**src/rtl/riscv_pkg.sv**
```systemverilog
// Shared encodings for the RISC-V MEM stage: funct3 access types,
// writeback-source selects and the MEM-stage FSM state type.
package riscv_pkg;

  // funct3 data-memory access types
  localparam logic [2:0] DM_B  = 3'b000;
  localparam logic [2:0] DM_H  = 3'b001;
  localparam logic [2:0] DM_W  = 3'b010;
  localparam logic [2:0] DM_BU = 3'b100;
  localparam logic [2:0] DM_HU = 3'b101;

  // writeback source select (controlRF)
  localparam logic [1:0] CRF_ALU = 2'b00;
  localparam logic [1:0] CRF_MEM = 2'b01;
  localparam logic [1:0] CRF_PC4 = 2'b10;
  localparam logic [1:0] CRF_IMM = 2'b11;

  typedef enum logic {
    ST_IDLE = 1'b0,
    ST_BUSY = 1'b1
  } mem_state_e;

  // Map an arbitrary funct3 onto a supported access type; anything
  // unsupported behaves as a full word. Stores have no unsigned forms.
  function automatic logic [2:0] dm_normalize(input logic [2:0] t, input logic is_store);
    logic [2:0] r;
    r = DM_W;
    if (is_store) begin
      if ((t == DM_B) || (t == DM_H) || (t == DM_W)) r = t;
    end else begin
      if ((t == DM_B) || (t == DM_H) || (t == DM_W) || (t == DM_BU) || (t == DM_HU)) r = t;
    end
    return r;
  endfunction

endpackage

```
**src/rtl/load_align_ext.sv**
```systemverilog
// Picks the addressed byte/half out of a 32-bit read word and sign- or
// zero-extends it according to the access type.
import riscv_pkg::*;

module load_align_ext (
  input  logic [31:0] word_in,
  input  logic [1:0]  offset_in,
  input  logic [2:0]  type_in,
  output logic [31:0] data_out
);

  logic [7:0]  byte_sel;
  logic [15:0] half_sel;

  // lane select followed by extension
  always_comb begin
    case (offset_in)
      2'd0:    byte_sel = word_in[7:0];
      2'd1:    byte_sel = word_in[15:8];
      2'd2:    byte_sel = word_in[23:16];
      default: byte_sel = word_in[31:24];
    endcase
    half_sel = offset_in[1] ? word_in[31:16] : word_in[15:0];
    case (type_in)
      DM_B:    data_out = {{24{byte_sel[7]}}, byte_sel};
      DM_H:    data_out = {{16{half_sel[15]}}, half_sel};
      DM_BU:   data_out = {24'd0, byte_sel};
      DM_HU:   data_out = {16'd0, half_sel};
      default: data_out = word_in;
    endcase
  end

endmodule

```
**src/rtl/mem_access_stage.sv**
```systemverilog
// MEM stage: issues loads/stores on a valid/ready data bus, stalls the
// upstream pipe while an access is outstanding, and registers MEM/WB.
//
// Bus handshake: bus_req is a registered valid. Once raised, bus_req and
// every bus_* output stay constant until a cycle where bus_ready is high;
// that cycle completes the access (bus_rdata is sampled then) and bus_req
// drops on the following edge. If TIMEOUT busy cycles pass without
// bus_ready, the access is abandoned and flagged with bus_err_out.
import riscv_pkg::*;

module mem_access_stage #(
  parameter int ADDR_W  = 32,
  parameter int TIMEOUT = 64
) (
  input  logic              clk,
  input  logic              rst,
  input  logic [31:0]       result_in,
  input  logic [31:0]       data2_in,
  input  logic [31:0]       sum_out_in,
  input  logic [31:0]       imm_in,
  input  logic [4:0]        rd_in,
  input  logic              we_in,
  input  logic [1:0]        controlRF_in,
  input  logic [2:0]        Type_dm_in,
  input  logic              load_in,
  input  logic              store_in,
  output logic              stall,
  output logic              bus_req,
  output logic              bus_we,
  output logic [ADDR_W-1:0] bus_addr,
  output logic [31:0]       bus_wdata,
  output logic [3:0]        bus_wstrb,
  input  logic              bus_ready,
  input  logic [31:0]       bus_rdata,
  output logic [31:0]       rdata_out,
  output logic [31:0]       result_out,
  output logic [31:0]       sum_out_out,
  output logic [31:0]       imm_out,
  output logic [4:0]        rd_out,
  output logic              we_out,
  output logic [1:0]        controlRF_out,
  output logic              misalign_out,
  output logic              bus_err_out,
  output mem_state_e        state_dbg
);

  localparam int CNT_W = $clog2(TIMEOUT);

  mem_state_e        state_q, state_d;
  logic [CNT_W-1:0]  cnt_q, cnt_d;
  logic              bus_req_q, bus_req_d;
  logic              bus_we_q, bus_we_d;
  logic [ADDR_W-1:0] bus_addr_q, bus_addr_d;
  logic [31:0]       bus_wdata_q, bus_wdata_d;
  logic [3:0]        bus_wstrb_q, bus_wstrb_d;
  logic [2:0]        type_q, type_d;
  logic [1:0]        off_q, off_d;
  logic              is_load_q, is_load_d;

  logic [31:0] rdata_q, rdata_d, result_q, result_d, sum_q, sum_d, imm_q, imm_d;
  logic [4:0]  rd_q, rd_d;
  logic        we_q, we_d, misalign_q, misalign_d, bus_err_q, bus_err_d;
  logic [1:0]  crf_q, crf_d;

  logic [2:0]  type_eff;
  logic        mem_op, misaligned;
  logic [3:0]  st_wstrb;
  logic [31:0] st_wdata;
  logic [31:0] load_fmt;
  logic        stall_c;

  load_align_ext u_align (
    .word_in   (bus_rdata),
    .offset_in (off_q),
    .type_in   (type_q),
    .data_out  (load_fmt)
  );

  // decode access type, alignment and store lane placement
  always_comb begin
    type_eff   = dm_normalize(Type_dm_in, store_in);
    mem_op     = load_in | store_in;
    misaligned = mem_op &
                 (((type_eff[1:0] == 2'b01) & result_in[0]) |
                  ((type_eff[1:0] == 2'b10) & (result_in[1:0] != 2'b00)));
    case (type_eff[1:0])
      2'b00: begin
        st_wstrb = 4'b0001 << result_in[1:0];
        st_wdata = {4{data2_in[7:0]}};
      end
      2'b01: begin
        st_wstrb = result_in[1] ? 4'b1100 : 4'b0011;
        st_wdata = {2{data2_in[15:0]}};
      end
      default: begin
        st_wstrb = 4'b1111;
        st_wdata = data2_in;
      end
    endcase
  end

  // next-state, bus and MEM/WB computation
  always_comb begin
    state_d     = state_q;
    cnt_d       = cnt_q;
    bus_req_d   = bus_req_q;
    bus_we_d    = bus_we_q;
    bus_addr_d  = bus_addr_q;
    bus_wdata_d = bus_wdata_q;
    bus_wstrb_d = bus_wstrb_q;
    type_d      = type_q;
    off_d       = off_q;
    is_load_d   = is_load_q;
    stall_c     = 1'b0;
    // MEM/WB defaults to a bubble
    rdata_d     = '0;
    result_d    = '0;
    sum_d       = '0;
    imm_d       = '0;
    rd_d        = '0;
    we_d        = 1'b0;
    crf_d       = '0;
    misalign_d  = 1'b0;
    bus_err_d   = 1'b0;

    case (state_q)
      ST_IDLE: begin
        if (mem_op && !misaligned) begin
          stall_c     = 1'b1;
          state_d     = ST_BUSY;
          cnt_d       = '0;
          bus_req_d   = 1'b1;
          bus_we_d    = store_in;
          bus_addr_d  = {result_in[ADDR_W-1:2], 2'b00};
          bus_wdata_d = store_in ? st_wdata : 32'd0;
          bus_wstrb_d = store_in ? st_wstrb : 4'b0000;
          type_d      = type_eff;
          off_d       = result_in[1:0];
          is_load_d   = ~store_in;
        end else begin
          result_d   = result_in;
          sum_d      = sum_out_in;
          imm_d      = imm_in;
          rd_d       = rd_in;
          crf_d      = controlRF_in;
          we_d       = we_in & ~misaligned;
          misalign_d = misaligned;
        end
      end
      ST_BUSY: begin
        if (bus_ready || (cnt_q == CNT_W'(TIMEOUT - 1))) begin
          // completion or abandonment: upstream was frozen, so the inputs
          // still describe the instruction that owns this access
          result_d    = result_in;
          sum_d       = sum_out_in;
          imm_d       = imm_in;
          rd_d        = rd_in;
          crf_d       = controlRF_in;
          we_d        = bus_ready & we_in;
          rdata_d     = (bus_ready && is_load_q) ? load_fmt : 32'd0;
          bus_err_d   = ~bus_ready;
          state_d     = ST_IDLE;
          cnt_d       = '0;
          bus_req_d   = 1'b0;
          bus_we_d    = 1'b0;
          bus_addr_d  = '0;
          bus_wdata_d = '0;
          bus_wstrb_d = '0;
        end else begin
          stall_c = 1'b1;
          cnt_d   = cnt_q + 1'b1;
        end
      end
      default: state_d = ST_IDLE;
    endcase
  end

  // state, bus and MEM/WB registers
  always_ff @(posedge clk) begin
    if (rst) begin
      state_q     <= ST_IDLE;
      cnt_q       <= '0;
      bus_req_q   <= 1'b0;
      bus_we_q    <= 1'b0;
      bus_addr_q  <= '0;
      bus_wdata_q <= '0;
      bus_wstrb_q <= '0;
      type_q      <= '0;
      off_q       <= '0;
      is_load_q   <= 1'b0;
      rdata_q     <= '0;
      result_q    <= '0;
      sum_q       <= '0;
      imm_q       <= '0;
      rd_q        <= '0;
      we_q        <= 1'b0;
      crf_q       <= '0;
      misalign_q  <= 1'b0;
      bus_err_q   <= 1'b0;
    end else begin
      state_q     <= state_d;
      cnt_q       <= cnt_d;
      bus_req_q   <= bus_req_d;
      bus_we_q    <= bus_we_d;
      bus_addr_q  <= bus_addr_d;
      bus_wdata_q <= bus_wdata_d;
      bus_wstrb_q <= bus_wstrb_d;
      type_q      <= type_d;
      off_q       <= off_d;
      is_load_q   <= is_load_d;
      rdata_q     <= rdata_d;
      result_q    <= result_d;
      sum_q       <= sum_d;
      imm_q       <= imm_d;
      rd_q        <= rd_d;
      we_q        <= we_d;
      crf_q       <= crf_d;
      misalign_q  <= misalign_d;
      bus_err_q   <= bus_err_d;
    end
  end

  assign stall         = stall_c;
  assign bus_req       = bus_req_q;
  assign bus_we        = bus_we_q;
  assign bus_addr      = bus_addr_q;
  assign bus_wdata     = bus_wdata_q;
  assign bus_wstrb     = bus_wstrb_q;
  assign rdata_out     = rdata_q;
  assign result_out    = result_q;
  assign sum_out_out   = sum_q;
  assign imm_out       = imm_q;
  assign rd_out        = rd_q;
  assign we_out        = we_q;
  assign controlRF_out = crf_q;
  assign misalign_out  = misalign_q;
  assign bus_err_out   = bus_err_q;
  assign state_dbg     = state_q;

endmodule

```
**config.mk**
```make
export PLATFORM = sky130hd
export DESIGN_NAME = mem_access_stage
export DESIGN_NICKNAME = d
export VERILOG_FILES = /design/src/rtl/riscv_pkg.sv /design/src/rtl/load_align_ext.sv /design/src/rtl/mem_access_stage.sv
export SDC_FILE = /design/constraint.sdc
export NUM_CORES = 1
export LEC_CHECK = 0
export BUFFER_PORTS_ARGS = -buffer_cell sky130_fd_sc_hd__buf_2
export CORE_ASPECT_RATIO = 0.5
export CORE_UTILIZATION = 46
export CTS_CLUSTER_SIZE = 14
export DETAILED_ROUTE_END_ITERATION = 16
export PLACE_DENSITY = 0.79
export SYNTH_ARGS = -nofsm -noshare
export SYNTH_HDL_FRONTEND = slang
export SYNTH_HIERARCHICAL = 1
export SYNTH_SLANG_ARGS = --single-unit
```
**constraint.sdc**
```tcl
create_clock -name clk -period 1.9 [get_ports clk]
set_input_delay 0.38 -clock clk [delete_from_list [all_inputs] [get_ports clk]]
set_output_delay 0.38 -clock clk [all_outputs]
set_load 0.1 [all_outputs]
```
==> summary.txt <==
STA
  • Setup violations, final: 1
  • Final Skew: 13.2 ps
  • Slew Limit Fails: 0
  • Post-route worst setup slack: -188 ps
  • Max Fclk: 479 MHz
  • Post-layout min period: 2090 ps
  • Final Hold Vio Count: 0
  • Period utilization: 110%
  • RSZ-0062 raised after global routing: yes
  • Worst-Margin Slew: 527 ps
  • Max-slew headroom: 64.7%

Global routing
  • First-pass GRT wire length: 36800 um
  • Largest net degree at the start of global routing: 71
  • Initial antenna violation count: 0
  • GR Overflow Total: 0
  • GRT Overall Usage: 25.3%
  • Vias in the first global route: 7226

Placed design
  • HPWL Detailed: 17800 um
  • PortBufs: 383
  • Gp weighted congestion: 0.919
  • Dpl cells: 1442
  • DP Area: 0.0105 mm2

Critical path
  • Buf/Inv on CP: 1
  • CP required: 1520 ps
  • CP Max Fanout: 2
  • CP Cell Sequence: ha_4 -> and3_4 -> a31oi_4 -> or2_4 -> buf_12
  • Slowest cell delay on critical path: 350 ps
  • Cell family with most CP delay: simple AND/OR/NAND/NOR gates
  • Setup crit end kind: output pin
  • Setup Crit Path Kind: reg -> out
  • Highest-delay cell along the critical path: dfxtp_2
  • Crit path launch type: flop
  • Critical Path AT: 1710 ps

Routing
  • WL final: 24500 um
  • Met2 wire length: 11800 um
  • Post-DRT Antenna Nets: 0
  • Vias after detailed routing: 7784
  • Vias per cell: 5.26
  • 1st-iter DRT viols: 612
  • Post-detailed-route wirelength per cell: 16.5 um
  • Residual DRC: 0
  • Top sig layer: met4
  • Met3 routed WL: 1850 um
  • DRT met1 WL: 10100 um
  • DRT Pass-1 Iters: 6

Die
  • Effective utilization at floorplan: 48.4%
  • Top-Level Pins: 386
  • Die width: 190 um
  • CORE AREA: 0.0168 mm2
  • Die area: 0.0182 mm2
  • Die height: 96.0 um
  • Num rows: 33

Clock network
  • Clock Latency Late Sink: 490 ps
  • Clock tree buffer depth: 3
  • TritonCTS Sinks: 219
  • Cts hold-fix bufs: 0
  • Max H-tree Level: 1
  • Num CTS Buffers: 20
  • Clock transition at path regs: 70 ps
  • Root Driver: clkbuf_16
  • CTS tree: done

Status
  • Status: finished with violations
  • Failing checks: setup timing

Power
  • Maximum vdd drop: 0.744 mV
  • Pleak: 5.29 nW
  • Pwr per Cell Area: 1080 mW/mm2

Synthesis
  • Netlist cell types: 50
  • Async SR Flop Fraction: 0%
  • Synthesized flop and latch total: 219
  • Synthesized area: 0.00813 mm2
  • Post-synth EDFFs: 0
  • Synth warn: 6
  • Post-synth top flop: dfxtp_1
  • Mapped Cells: 855
  • Part of the Yosys area used for sequential elements: 53.9%
  • Synthesized area per cell: 9.51 um2

Cells and area
  • Most frequent cells in the layout: 382 x buf_2, 216 x dfxtp_1, 136 x and2_1, 58 x nand2_1, 51 x buf_4
  • Cell Count, Final, Fillers Out: 1480
  • Fillcell total: 1404
  • Fin area: 0.0112 mm2
  • Area grow syn2layout: 37.3%
  • Reg area: 0.00439 mm2
  • Multi-input gate area: 0.00335 mm2
  • Diode count: 0
  • Share of cells above drive strength 1: 38.1%
  • Fin nets: 1419
  • Commonest non-fill, non-tap cell in the layout: buf_2

Min path
  • Worst Hold Class: in -> reg

Run
  • Max cap viols: 0
==> cells by family after synthesis <==
kind of cell	count (synthesis)	share of synthesized area, %
multiplexers	12	1.51
AO/OA/AOI/OAI	199	16.7
other	1	0.0461
adder cells (fa/ha/maj)	1	0.154
AND/OR/NAND/NOR	310	21.7
flip-flops	219	53.9
buffers and inverters	112	5.86
XOR/XNOR	1	0.108
==> cell usage after synthesis, types with 6 or more instances <==
| library cell | instances | area, um2 |
|---|---|---|
| dfxtp_1 | 219 | 4380 |
| and2_1 | 136 | 851 |
| nand2_1 | 58 | 218 |
| a21oi_1 | 50 | 250 |
| clkbuf_1 | 43 | 161 |
| a22oi_1 | 37 | 278 |
| inv_1 | 37 | 139 |
| nand4_1 | 34 | 213 |
| o21ai_0 | 31 | 155 |
| o32ai_1 | 26 | 228 |
| nor2b_1 | 22 | 138 |
| buf_2 | 21 | 105 |
| o211ai_1 | 17 | 128 |
| nor2_1 | 15 | 56.3 |
| mux2i_1 | 10 | 100 |
| a221o_1 | 9 | 90.1 |
| nand2b_1 | 9 | 56.3 |
| nand3b_1 | 7 | 52.6 |
| nor3_1 | 7 | 35.0 |
| o21ai_1 | 7 | 35.0 |
| nand3_1 | 6 | 30.0 |
==> state kept, by name, summed over array words and instances, names as in the netlist, 3 cells and up <==
name / cells
cnt_q: 6
rdata_out: 32
result_out: 32
bus_addr: 30
bus_wdata: 32
imm_out: 32
type_q: 3
rd_out: 5
bus_wstrb: 4
sum_out_out: 32
==> metrics by stage <==
step	hold slack, ps	util [%]	worst slack (ps)	power (mW)	setup TNS [ps]
final	95.2	66.5	-188	12.1	-188
after floorplan	454	-	5.88	7.56	0
after CTS	82.7	66.3	-191	12.1	-191
after global routing	75.9	66.5	-261	12.5	-277
after detailed placement	446	62.5	-71.8	8.29	-2500
after global placement	435	62.5	-16.0	8.24	-102
==> cell type report <==
cell class	count	area share (%)
multi-input combinational	525	30.0
timing repair buffer	438	21.4
clock inverter	3	0.359
tap	227	2.54
clock buffer	30	5.10
sequential	219	39.3
inverter	38	1.28
==> layer usage <==
metal	track usage [%]	vias up
met2	43.5	305
li1	-	3732
met5	0	-
met4	8.87	0
met1	32.1	3686
met3	4.81	61
==> worst register-to-register path: cells and delay by family, from the launching register on <==
family,cells,cell delay [ps]
flops,1,410
simple gates,3,1090
compound gates,2,290
==> path summary, 6_finish.rpt <==
check                                from       endpoint  slack, ps  cells past startpoint
worst max-delay path             cnt_q[0]          stall       -190                      5
worst max register to register   off_q[0]  rdata_out[25]         60                      5
worst min-delay path            imm_in[8]     imm_out[8]        100                      2
worst min register to register     bus_we         bus_we        450                      2
==> report_power, final <==
| group | total, mW | internal [mW] | leakage [nW] | switching [mW] |
|---|---|---|---|---|
| Clock | 3.87 | 2.20 | 0.297 | 1.67 |
| Combinational | 3.27 | 0.712 | 3.19 | 2.55 |
| Sequential | 4.94 | 4.84 | 1.80 | 0.102 |
| Total | 12.1 | 7.76 | 5.29 | 4.33 |
==> repair_timing <==
item	CTS	global route
pin swaps	2	1
gates resized for setup	4	3
setup buffers	4	1
setup endpoints to repair	1	9
No activity file was read; power rests on OpenSTA's default activity.
